$ cat src/rtl/serial_adder_pkg.sv
// Shared types and constants for the bit-serial adder.
package serial_adder_pkg;

    // Operand/sum width used when no override is given.
    localparam int unsigned DEFAULT_WIDTH = 8;

    // Controller states; busy/done are decoded directly from these.
    typedef enum logic [1:0] {
        IDLE  = 2'd0,
        SHIFT = 2'd1,
        DONE  = 2'd2
    } state_e;

    // Bit-counter width: enough to count 0..w-1, never less than one bit.
    function automatic int unsigned cnt_width(input int unsigned w);
        return (w < 2) ? 1 : $clog2(w);
    endfunction

endpackage : serial_adder_pkg

$ cat src/rtl/serial_adder_if.sv
// Request/result bundle of the serial adder.
interface serial_adder_if
    import serial_adder_pkg::*;
#(
    parameter int unsigned WIDTH = DEFAULT_WIDTH
);

    logic             start;
    logic [WIDTH-1:0] a;
    logic [WIDTH-1:0] b;
    logic             cin;
    logic             busy;
    logic             done;
    logic [WIDTH-1:0] Sum;
    logic             Cout;

    // Requester side: issues operands, observes status and result.
    modport master (
        output start,
        output a,
        output b,
        output cin,
        input  busy,
        input  done,
        input  Sum,
        input  Cout
    );

    // Adder side: accepts operands, reports status and result.
    modport slave (
        input  start,
        input  a,
        input  b,
        input  cin,
        output busy,
        output done,
        output Sum,
        output Cout
    );

endinterface : serial_adder_if

$ cat src/rtl/serial_adder_fa.sv
// One-bit full adder used for each serial step.
module fa (
    input  logic a,
    input  logic b,
    input  logic cin,
    output logic Sum,
    output logic Cout
);

    // Sum and carry of three single-bit inputs.
    always_comb begin
        Sum  = a ^ b ^ cin;
        Cout = (a & b) | (cin & (a ^ b));
    end

endmodule : fa

$ cat src/rtl/serial_adder.sv
// Bit-serial adder: one full-adder step per clock, LSB first.
module serial_adder
    import serial_adder_pkg::*;
#(
    parameter int unsigned WIDTH = DEFAULT_WIDTH
) (
    input  logic          clk,
    input  logic          rst,
    serial_adder_if.slave bus
);

    localparam int unsigned     CNT_W    = cnt_width(WIDTH);
    localparam logic [CNT_W-1:0] LAST_CNT = CNT_W'(WIDTH - 1);

    state_e           state_q;
    state_e           state_d;
    logic [WIDTH-1:0] a_sr_q;
    logic [WIDTH-1:0] a_sr_d;
    logic [WIDTH-1:0] b_sr_q;
    logic [WIDTH-1:0] b_sr_d;
    logic [WIDTH-1:0] sum_sr_q;
    logic [WIDTH-1:0] sum_sr_d;
    logic             carry_q;
    logic             carry_d;
    logic [CNT_W-1:0] cnt_q;
    logic [CNT_W-1:0] cnt_d;
    logic [WIDTH-1:0] sum_q;
    logic [WIDTH-1:0] sum_d;
    logic             cout_q;
    logic             cout_d;

    logic             start_acc_c;
    logic             last_step_c;
    logic             fa_sum;
    logic             fa_cout;
    logic             busy_c;
    logic             done_c;

    // Per-bit adder working on the current LSBs and the running carry.
    fa u_fa (
        .a    (a_sr_q[0]),
        .b    (b_sr_q[0]),
        .cin  (carry_q),
        .Sum  (fa_sum),
        .Cout (fa_cout)
    );

    // Start is honoured only when no addition is in flight.
    always_comb begin
        start_acc_c = bus.start && ((state_q == IDLE) || (state_q == DONE));
        last_step_c = (state_q == SHIFT) && (cnt_q == LAST_CNT);
    end

    // State register.
    always_ff @(posedge clk or posedge rst) begin
        if (rst) begin
            state_q <= IDLE;
        end else begin
            state_q <= state_d;
        end
    end

    // Next-state logic.
    always_comb begin
        state_d = state_q;
        unique case (state_q)
            IDLE:    if (bus.start) state_d = SHIFT;
            SHIFT:   if (cnt_q == LAST_CNT) state_d = DONE;
            DONE:    if (bus.start) state_d = SHIFT;
            default: state_d = IDLE;
        endcase
    end

    // Status outputs decoded from the state register.
    always_comb begin
        busy_c = 1'b0;
        done_c = 1'b0;
        unique case (state_q)
            SHIFT:   busy_c = 1'b1;
            DONE:    done_c = 1'b1;
            default: ;
        endcase
    end

    // Datapath: operand load on start, one shift/add step per SHIFT cycle.
    always_comb begin
        a_sr_d   = a_sr_q;
        b_sr_d   = b_sr_q;
        sum_sr_d = sum_sr_q;
        carry_d  = carry_q;
        cnt_d    = cnt_q;
        sum_d    = sum_q;
        cout_d   = cout_q;

        if (start_acc_c) begin
            a_sr_d   = bus.a;
            b_sr_d   = bus.b;
            sum_sr_d = '0;
            carry_d  = bus.cin;
            cnt_d    = '0;
        end else if (state_q == SHIFT) begin
            a_sr_d   = a_sr_q >> 1;
            b_sr_d   = b_sr_q >> 1;
            sum_sr_d = (sum_sr_q >> 1) | {fa_sum, {(WIDTH-1){1'b0}}};
            carry_d  = fa_cout;
            if (last_step_c) begin
                // Counter parks at zero so it never runs past WIDTH-1.
                cnt_d  = '0;
                sum_d  = (sum_sr_q >> 1) | {fa_sum, {(WIDTH-1){1'b0}}};
                cout_d = fa_cout;
            end else begin
                cnt_d  = cnt_q + CNT_W'(1);
            end
        end
    end

    // Datapath registers.
    always_ff @(posedge clk or posedge rst) begin
        if (rst) begin
            a_sr_q   <= '0;
            b_sr_q   <= '0;
            sum_sr_q <= '0;
            carry_q  <= 1'b0;
            cnt_q    <= '0;
            sum_q    <= '0;
            cout_q   <= 1'b0;
        end else begin
            a_sr_q   <= a_sr_d;
            b_sr_q   <= b_sr_d;
            sum_sr_q <= sum_sr_d;
            carry_q  <= carry_d;
            cnt_q    <= cnt_d;
            sum_q    <= sum_d;
            cout_q   <= cout_d;
        end
    end

    assign bus.busy = busy_c;
    assign bus.done = done_c;
    assign bus.Sum  = sum_q;
    assign bus.Cout = cout_q;

endmodule : serial_adder

$ cat src/flat_wrapper.sv
// flat-port wrapper written by rule: the top's interface ports become plain ports
module serial_adder_flat import serial_adder_pkg::*;
#(
    parameter int unsigned WIDTH = DEFAULT_WIDTH
)
  (clk, rst, bus_start, bus_a, bus_b, bus_cin, bus_busy, bus_done, bus_Sum, bus_Cout);
  serial_adder_if #(.WIDTH(WIDTH)) bus_i ();
  input  logic clk;
  input  logic rst;
  input wire logic [$bits(bus_i.start)-1:0] bus_start;
  input wire logic [$bits(bus_i.a)-1:0] bus_a;
  input wire logic [$bits(bus_i.b)-1:0] bus_b;
  input wire logic [$bits(bus_i.cin)-1:0] bus_cin;
  output wire logic [$bits(bus_i.busy)-1:0] bus_busy;
  output wire logic [$bits(bus_i.done)-1:0] bus_done;
  output wire logic [$bits(bus_i.Sum)-1:0] bus_Sum;
  output wire logic [$bits(bus_i.Cout)-1:0] bus_Cout;
  assign bus_i.start = bus_start;
  assign bus_i.a = bus_a;
  assign bus_i.b = bus_b;
  assign bus_i.cin = bus_cin;
  assign bus_busy = bus_i.busy;
  assign bus_done = bus_i.done;
  assign bus_Sum = bus_i.Sum;
  assign bus_Cout = bus_i.Cout;
  serial_adder #(.WIDTH(WIDTH)) u_core (.clk(clk), .rst(rst), .bus(bus_i));
endmodule
$ cat config.mk
export PLATFORM = sky130hd
export DESIGN_NAME = serial_adder_flat
export DESIGN_NICKNAME = d
export VERILOG_FILES = /design/src/rtl/serial_adder_pkg.sv /design/src/rtl/serial_adder_if.sv /design/src/rtl/serial_adder_fa.sv /design/src/rtl/serial_adder.sv /design/src/flat_wrapper.sv
export SDC_FILE = /design/constraint.sdc
export NUM_CORES = 1
export LEC_CHECK = 0
export ABC_CLOCK_PERIOD_IN_PS = 1500
export CAP_MARGIN = 20
export CORE_UTILIZATION = 55
export DETAILED_ROUTE_END_ITERATION = 12
export DONT_BUFFER_PORTS = 1
export GPL_TIMING_DRIVEN = 0
export PLACE_DENSITY = 0.7
export RECOVER_POWER = 100
export SYNTH_ARGS = -nofsm -noshare
export SYNTH_HDL_FRONTEND = slang
export SYNTH_SLANG_ARGS = --single-unit
$ cat constraint.sdc
create_clock -name clk -period 1.5 [get_ports clk]
set_input_delay 0 -clock clk [delete_from_list [all_inputs] [get_ports clk]]
set_output_delay 0 -clock clk [all_outputs]
set_load 0.02 [all_outputs]
==> results.yml, run 1 <==
floorplanning:
  io_pins: 31
  die_x_um: 56.55
  fp.dieArea_um2: 3198
  start_util_pct: 58.84
  core_area_um2: 2781
  die_y_um: 56.55
  core.rowCount: 19
synthesis:
  synth_top_family_by_area: "compound AO/OA/AOI/OAI gates"
  syn_area_per_cell_um2: 11.86
  synthSimpleGateAreaFrac_pct: 6.804
  synth_fa_ha_area_share_pct: 2.752
  synthTopCellsByArea: "dfrtp_1, a21oi_1, a22o_1"
  ys.warnings.count: 0
  yosysTopAreaCellShare_pct: 58.10
  synth_compound_area_share_pct: 16.82
  synth_nets: 161
  ys_types: 28
  netlist_instances: 138
  synth.area.mux_share_pct: 9.251
  yosysTopAreaCell: "dfrtp_1"
  yosysSeqAreaShare_pct: 58.10
  synth_area_um2: 1637
  synthXorXnorAreaFrac_pct: 0
  synth_seq_cells: 38
power_and_ir_drop:
  worst_ir_drop_vdd_uv: 1351
  power_mw: 3.766
  p_per_area_nw_per_um2: 1911
  power.leakage_nw: 0.9275
sta:
  rsz0062_at_grt: "false"
  fmax_mhz: 694.7
  fin_crit_ns: 1.439
  worst_slack_ns: 0.06058
  period_share_pct: 95.96
  final-hold-violation-count: 0
  worst_slew_pin_slew_ns: 0.7471
  drv_slew: 0
  finClkSkew_ns: 0.01347
  finalSetupViolCount: 0
  slew_headroom_pct: 50.19
critical_path:
  r2r-start: "u_core.cnt_q[0]"
  startpoint_type: "flip-flop"
  startpoint: "u_core.cnt_q[0]"
  critPathKind: "flip-flop to flip-flop"
  arrival_ns: 1.66
  timing.critical_path.cells: "ha_1 > ha_2 > nand2_2 > mux2_1"
  cp.required_ns: 1.72
  cpPeakStageDelay_ns: 0.41
  crit_fanout: 6
  cp-end-kind: "flip-flop"
  critPathSlowestCell: "dfrtp_1"
cts:
  htreeDepth: 2
  cts_buffer_depth: 2
  clock_sinks: 38
  numCtsBuffers: 5
  cts_tree: "done"
  clk_pin_slew_ns: 0.12
  cts-root-buf: "clkbuf_4"
  clk_latency_ns: 0.34
finish:
  final_cell_mix: "dfrtp_1, dlygate4sd3_1, a21oi_1"
  insertedDiodeCount: 0
  areaGrowthSynthToFinish_pct: 20.41
  final_common_cell: "dfrtp_1"
  final_layout_size_suffix_gt1_share_pct: 15.98
  nets: 191
place:
  pre_cts_ws_ns: -0.06127
  gp_congestion: 0.7516
  hpwl_um: 2028
  port_buffers: 0
drt:
  wire_per_inst_um: 15.62
  firstDrtPassIters: 4
  drt_iter0_markers: 47
  antenna_left: 0
  routed-via-count: 1147
  viasPerCell: 5.735
  wirelength_um: 3123
  drc: 0
grt:
  grt.total_usage_pct: 22.41
  grt_pass1_wl_um: 5375
  grt_antenna_before_repair: 0
  grt_pass1_vias: 1125
  use_met3_pct: 7.143
  grt.met1_usage_pct: 32.55
  top_usage_layer: "met1"
  grt.overflow.total: 0
  use_met2_pct: 32.10
  grt_start_max_net_pins: 15
outcome:
  status: "complete, no violations"
worst_hold_path:
  min_from: "bus_start"
  hold_class: "input port to flip-flop"
flow_run:
  max_cap_violations: 0
## per-stage QoR
step	instance area [um2]	hold WS [ns]	utilization, %	cells	TNS [ns]
finish	1971	0.08077	70.85	200	0
global route	1971	0.08795	70.85	200	0
CTS	1977	0.06948	71.08	200	0
detailed placement	1705	-0.05258	61.31	171	-0.4680
global placement	1675	0.1366	60.23	169	-0.1912
floorplan	1637	0.1325	-	138	0
## area by class of cell
cell class | instances | area (um2)
sequential | 38 | 950.9
multi-input combinational | 79 | 599.3
inverter | 14 | 52.55
timing repair buffer | 22 | 216.5
fill | 201 | 810.8
tap | 31 | 38.79
clock buffer | 7 | 55.05
clock inverter | 1 | 5.005
buffer | 8 | 52.55
## report_power, final
group / switching, mW / internal [mW]
registers: 0.424 / 1.48
clock network: 0.323 / 0.227
logic: 0.673 / 0.643
total: 1.42 / 2.35
## routing by layer
metal | up-vias | wire length, um
li1 | 548 | -
met1 | 563 | 1474
met4 | 0 | 46
met2 | 30 | 1447
met3 | 6 | 155
met5 | - | 0
## registers in the layout, indices dropped and copies added, names as in the netlist
| register | count |
|---|---|
| u_core.bus.Sum | 8 |
| u_core.b_sr_q | 8 |
| u_core.a_sr_q | 8 |
| u_core.carry_q | 1 |
| u_core.sum_sr_q | 7 |
| u_core.bus.Cout | 1 |
| u_core.state_q | 2 |
| u_core.cnt_q | 3 |
## worst paths after layout
path                                      end  slack [ns]  depth (start not counted)
min                          u_core.a_sr_q[7]        0.08                          3
max reg2reg                 u_core.bus.Sum[1]        0.06                          4
min reg2reg                 u_core.bus.Sum[0]        0.51                          1
max                         u_core.bus.Sum[1]        0.06                          4
max in group asynchronous    u_core.a_sr_q[4]        0.31                          4
min in group asynchronous  u_core.sum_sr_q[3]        0.10                          2
## cell families (layout without fill, tap and decap cells)
group	count (synthesis)	count (layout)
AO/OA/AOI/OAI	43	43
flip-flops	38	38
buffers and inverters	22	52
AND/OR/NAND/NOR	18	19
multiplexers	14	14
adder cells (fa/ha/maj)	3	3
## worst max-delay path, delay by kind of cell, from the launching register on
family                     cells  cell delay, ns
adders and majority gates      2            0.43
muxes                          1            0.33
DFF                            1            0.41
and+or+nand+nor                1            0.16
## synth_stat cells
cell / count
dfrtp_1: 38
a21oi_1: 15
inv_1: 13
o22ai_1: 11
a22o_1: 8
mux2_2: 5
mux2i_1: 5
nor2b_1: 5
a211oi_1: 4
buf_2: 4
mux2_1: 4
nand2_1: 4
o21ai_0: 3
buf_6: 2
clkbuf_1: 2
ha_1: 2
nand3b_1: 2
a21o_1: 1
and2_4: 1
fa_1: 1
inv_2: 1
nand2_2: 1
nand2b_1: 1
nand2b_4: 1
nor2_1: 1
nor3_1: 1
o2bb2ai_1: 1
or2_1: 1
## timing repair
action                                  4_1_cts  5_1_grt
resized for setup                             2        2
pin swaps                                     1        0
hold buffers                                 19        0
setup buffers                                 1        0
gates cloned                                  1        0
endpoints found under the setup margin        9        2
hold endpoints to repair                     44        0
No activity file was read; power rests on OpenSTA's default activity.
==> inputs of run 2 (changes only) <==
--- a/config.mk
+++ b/config.mk
@@ -13,3 +13,3 @@
 export GPL_TIMING_DRIVEN = 0
-export PLACE_DENSITY = 0.7
+export PLACE_DENSITY = 0.71
 export RECOVER_POWER = 100
--- a/constraint.sdc
+++ b/constraint.sdc
@@ -3,2 +3,2 @@
 set_output_delay 0 -clock clk [all_outputs]
-set_load 0.02 [all_outputs]
+set_load 0.1 [all_outputs]
==> run 2 against run 1 <==
  * Clock power increased by 22%
  * Utilization increased by 1.3 points
  * Combinational power increased by 13%
  * Worst setup slack got worse by 0.0037 ns
  * Routed wire length increased by 1.2%
  * Count of clock-buffer cells in the layout unchanged
  * First-iteration DRC count decreased by 51%
  * Design area increased by 1.9%
  * Sequential cell count unchanged
  * Highest routed layer unchanged
==> results.yml, run 2 (synthesis results as in run 1) <==
sta:
  period_share_pct: 96.21
  tns_ns: 0
  final-hold-violation-count: 0
  whs_ns: 0.1004
  finalSetupViolCount: 0
  drv_slew: 0
  finClkSkew_ns: 0.008678
  fin_crit_ns: 1.443
  fmax_mhz: 692.9
  worst_slack_ns: 0.05688
  rsz0062_at_grt: "true"
  slew_headroom_pct: 40.77
  worst_slew_pin_slew_ns: 0.8885
power_and_ir_drop:
  p_per_area_nw_per_um2: 2338
  power.leakage_nw: 0.9430
  worst_ir_drop_vdd_uv: 1955
finish:
  insertedDiodeCount: 0
  fin_area_um2: 2008
  layout.area.seq_um2: 952.2
  final_layout_size_suffix_gt1_share_pct: 16.67
  areaGrowthSynthToFinish_pct: 22.71
  final_common_cell: "dfrtp_1"
  nets: 190
  final_cell_mix: "dfrtp_1, dlygate4sd3_1, a21oi_1"
  multi_input_area_um2: 619.3
  fill_cells: 212
  final_core_util_pct: 72.20
drt:
  wirelength_um: 3160
  antenna_left: 0
  wire_per_inst_um: 15.88
  viasPerCell: 5.829
  routed-via-count: 1160
  firstDrtPassIters: 4
  drc: 0
  drt_iter0_markers: 23
cts:
  clk_latency_ns: 0.33
  htreeDepth: 2
  numCtsBuffers: 5
  clock_sinks: 38
  cts-root-buf: "clkbuf_4"
  clk_pin_slew_ns: 0.11
  cts_tree: "done"
  cts_buffer_depth: 2
outcome:
  status: "complete, no violations"
place:
  dpl-instance-area_um2: 1705
  port_buffers: 0
  gp_congestion: 0.7829
  hpwl_um: 1939
  pre_cts_ws_ns: -0.08470
grt:
  grt_pass1_vias: 1209
  grt_start_max_net_pins: 23
  grt.overflow.total: 0
  grt_pass1_wl_um: 5382
  grt.total_usage_pct: 22.57
  grt_antenna_before_repair: 0
critical_path:
  cp.required_ns: 1.50
  regToRegSetupSlack_ns: 0.06
  critPathTopFamily: "simple AND/OR/NAND/NOR gates"
  timing.critical_path.cells: "buf_8 > nor2b_4"
  cp-end-kind: "primary output"
  cpPeakStageDelay_ns: 0.50
  critPathKind: "flip-flop to primary output"
  crit_buf_inv: 1
  critPathSlowestCell: "nor2b_4"
  startpoint_type: "flip-flop"
  crit_fanout: 10
  arrival_ns: 1.44
floorplanning:
  core.rowCount: 19
  die_y_um: 56.55
  fp.dieArea_um2: 3198
  die_x_um: 56.55
  core_area_um2: 2781
  io_pins: 31
  start_util_pct: 58.84
flow_run:
  max_cap_violations: 0
worst_hold_path:
  hold_class: "input port to flip-flop"
==> run 2: layer usage <==
layer,wire length (um),up-vias,GRT usage [%]
met3,107,8,5.300
met4,85,0,11.50
met5,0,-,0
met1,1410,581,27.48
li1,-,541,-
met2,1556,30,37.31
==> run 2: layout make-up <==
class,count,area share [%]
buffer,8,3.364
clock buffer,7,2.243
clock inverter,1,1.495
inverter,14,2.617
multi-input combinational,79,30.84
sequential,38,47.41
tap,31,1.931
timing repair buffer,21,10.09
==> run 2: path summary, 6_finish.rpt <==
path,end,from,cells after the start
setup / recovery,bus_done,u_core.state_q[0],2
hold / removal,u_core.a_sr_q[7],bus_start,3
setup reg to reg,u_core.a_sr_q[3],u_core.state_q[0],5
hold reg to reg,u_core.sum_sr_q[1],u_core.sum_sr_q[1],1
max in group asynchronous,u_core.state_q[0],rst,3
min in group asynchronous,u_core.b_sr_q[7],rst,2
==> run 2: through the flow <==
stage / cells / total power, mW
6_report: 199 / 4.696
5_1_grt: 199 / 4.961
4_1_cts: 198 / 4.630
3_5_place_dp: 170 / 3.859
3_3_place_gp: 169 / 3.764
2_1_floorplan: 138 / 3.569
==> run 2: power breakdown <==
part	total [mW]	switching, mW	internal (mW)
registers	2.53	1.07	1.46
logic	1.49	0.790	0.704
clock network	0.670	0.316	0.354
total	4.70	2.18	2.52
==> run 2: worst register-to-register path, cell delays in order, from the launching register on <==
cell	delay, ns
dfrtp_2	0.45
buf_4	0.15
nand2b_4	0.09
clkbuf_1	0.36
o22ai_1	0.16
a21oi_1	0.16
==> run 2: timing repair <==
item / in CTS / in global routing
hold endpoints to repair: 41 / 0
hold buffers: 19 / 0
cloned: 1 / 0
buffers inserted: 0 / 1
pin swaps: 1 / 0
endpoints found under the setup margin: 20 / 6
resized for setup: 8 / 4
==> inputs of run 3 (changes only) <==
CORE_UTILIZATION = 45   (was 55)
PLACE_DENSITY = 0.61   (was 0.71)
==> run 3 against run 2 <==
  * Clock skew increased by 0.0040 ns
  * First-iteration DRC count increased by 130%
  * Count of clock-buffer cells in the layout down 1
  * Largest power group unchanged
==> results.yml, run 3 (synthesis results as in run 1) <==
outcome:
  status: "complete, no violations"
sta:
  finalSetupViolCount: 0
  worst_slack_ns: 0.05032
  period_share_pct: 96.65
  fin_crit_ns: 1.450
  fmax_mhz: 689.8
  final-hold-violation-count: 0
  drv_slew: 0
  worst_slew_pin_slew_ns: 0.8942
  rsz0062_at_grt: "false"
  finClkSkew_ns: 0.01270
  slew_headroom_pct: 40.39
power_and_ir_drop:
  worst_ir_drop_vdd_uv: 891.4
  power.leakage_nw: 0.9446
  power_mw: 4.557
  p_per_area_nw_per_um2: 2241
flow_run:
  max_cap_violations: 0
critical_path:
  crit_buf_inv: 1
  regToRegSetupSlack_ns: 0.05
  cp-end-kind: "flip-flop"
  critPathTopFamily: "flip-flops"
  startpoint_type: "flip-flop"
  regToRegEndpoint: "u_core.bus.Sum[2]"
  reg2reg_depth: 5
  r2r-start: "u_core.cnt_q[0]"
  critPathKind: "flip-flop to flip-flop"
  cpPeakStageDelay_ns: 0.41
  cp.required_ns: 1.73
  critPathSlowestCell: "dfrtp_1"
  arrival_ns: 1.68
  timing.critical_path.cells: "ha_2 > ha_4 > nand2_4 > buf_6 > mux2_2"
  crit_fanout: 5
place:
  dpl-instance-area_um2: 1724
  port_buffers: 0
  gp_congestion: 0.7783
  hpwl_um: 2048
  pre_cts_ws_ns: -0.1012
finish:
  nets: 192
  fill_cells: 281
  fin_area_um2: 2033
  final_layout_size_suffix_gt1_share_pct: 18.45
  insertedDiodeCount: 0
  areaGrowthSynthToFinish_pct: 24.24
  final_cell_mix: "dfrtp_1, dlygate4sd3_1, a21oi_1"
  final_core_util_pct: 59.52
  final_common_cell: "dfrtp_1"
cts:
  clk_latency_ns: 0.34
  numCtsBuffers: 5
  clk_pin_slew_ns: 0.11
  htreeDepth: 2
  cts-root-buf: "clkbuf_4"
  cts_tree: "done"
  clock_sinks: 38
  cts_buffer_depth: 2
drt:
  antenna_left: 0
  firstDrtPassIters: 4
  routed-via-count: 1134
  drt_iter0_markers: 52
  wire_per_inst_um: 14.53
  viasPerCell: 5.299
  wirelength_um: 3110
  drc: 0
worst_hold_path:
  holdPathEnd: "u_core.a_sr_q[0]"
  hold_class: "input port to flip-flop"
  min_from: "bus_start"
  min_delay_path_depth: 3
grt:
  grt_antenna_before_repair: 0
  grt.total_usage_pct: 17.73
  grt_pass1_wl_um: 5244
  grt_pass1_vias: 1122
  grt_start_max_net_pins: 25
  grt.overflow.total: 0
floorplanning:
  fp.dieArea_um2: 3882
  core.rowCount: 21
  die_x_um: 62.31
  io_pins: 31
  die_y_um: 62.31
  core_area_um2: 3416
  start_util_pct: 47.91
-- run 3: worst max-delay path by stage --
stage | startpoint | to | slack (ns) | depth (start not counted)
6_report | u_core.cnt_q[0] | u_core.bus.Sum[2] | 0.05 | 5
5_1_grt | u_core.state_q[1] | u_core.b_sr_q[3] | 0.0006 | 5
4_1_cts | u_core.cnt_q[0] | u_core.bus.Sum[1] | 0.0003 | 4
3_5_place_dp | u_core.state_q[1] | u_core.cnt_q[2] | -0.10 | 6
3_3_place_gp | u_core.state_q[1] | u_core.sum_sr_q[1] | -0.05 | 5
2_1_floorplan | u_core.state_q[1] | u_core.sum_sr_q[1] | 0.04 | 5
-- run 3: report_power, final --
part | leakage [nW] | switching, mW | internal, mW | total (mW)
Sequential | 0.468 | 1.07 | 1.46 | 2.53
Combinational | 0.447 | 0.783 | 0.729 | 1.51
Clock | 0.0302 | 0.305 | 0.211 | 0.517
Total | 0.945 | 2.16 | 2.40 | 4.56
-- run 3: worst min-delay path, delay by kind of cell --
family	cells	cell delay (ns)
buffers and inverters	1	0.19
AO/OA/AOI/OAI	2	0.20
-- run 3: layout make-up --
| type | instances | area (um2) | area share [%] |
|---|---|---|---|
| plain buffers | 8 | 67.56 | 3.323 |
| clock buffers | 6 | 51.30 | 2.523 |
| repair buffers | 24 | 241.5 | 11.88 |
| well taps | 46 | 57.56 | 2.831 |
| inverters | 14 | 52.55 | 2.585 |
| multi-input cells | 78 | 610.6 | 30.03 |
| flip-flops and latches | 38 | 952.2 | 46.83 |
-- run 3: timing repair --
action | in CTS | in global routing
resized for setup | 7 | 8
setup endpoints to repair | 20 | 11
hold endpoints to repair | 34 | 0
hold buffers | 19 | 0
pin swaps | 0 | 1
buffers inserted | 0 | 4
-- run 3: routing by layer --
layer | up-vias | global-route usage (%) | share of wire, %
met5 | - | 0 | 0
met4 | 0 | 6.105 | 1.4
met3 | 5 | 5.331 | 3.6
met2 | 23 | 28.43 | 48
met1 | 555 | 22.87 | 47
li1 | 551 | - | -
-- run 3: metrics by stage --
stage	TNS [ns]	hold WS, ns	cells
final	0	0.08589	214
after global routing	0	0.08670	214
after CTS	0	0.07038	210
after detailed placement	-1.028	0.01895	185
after global placement	-0.6080	0.1368	184
after floorplan	0	0.1325	138
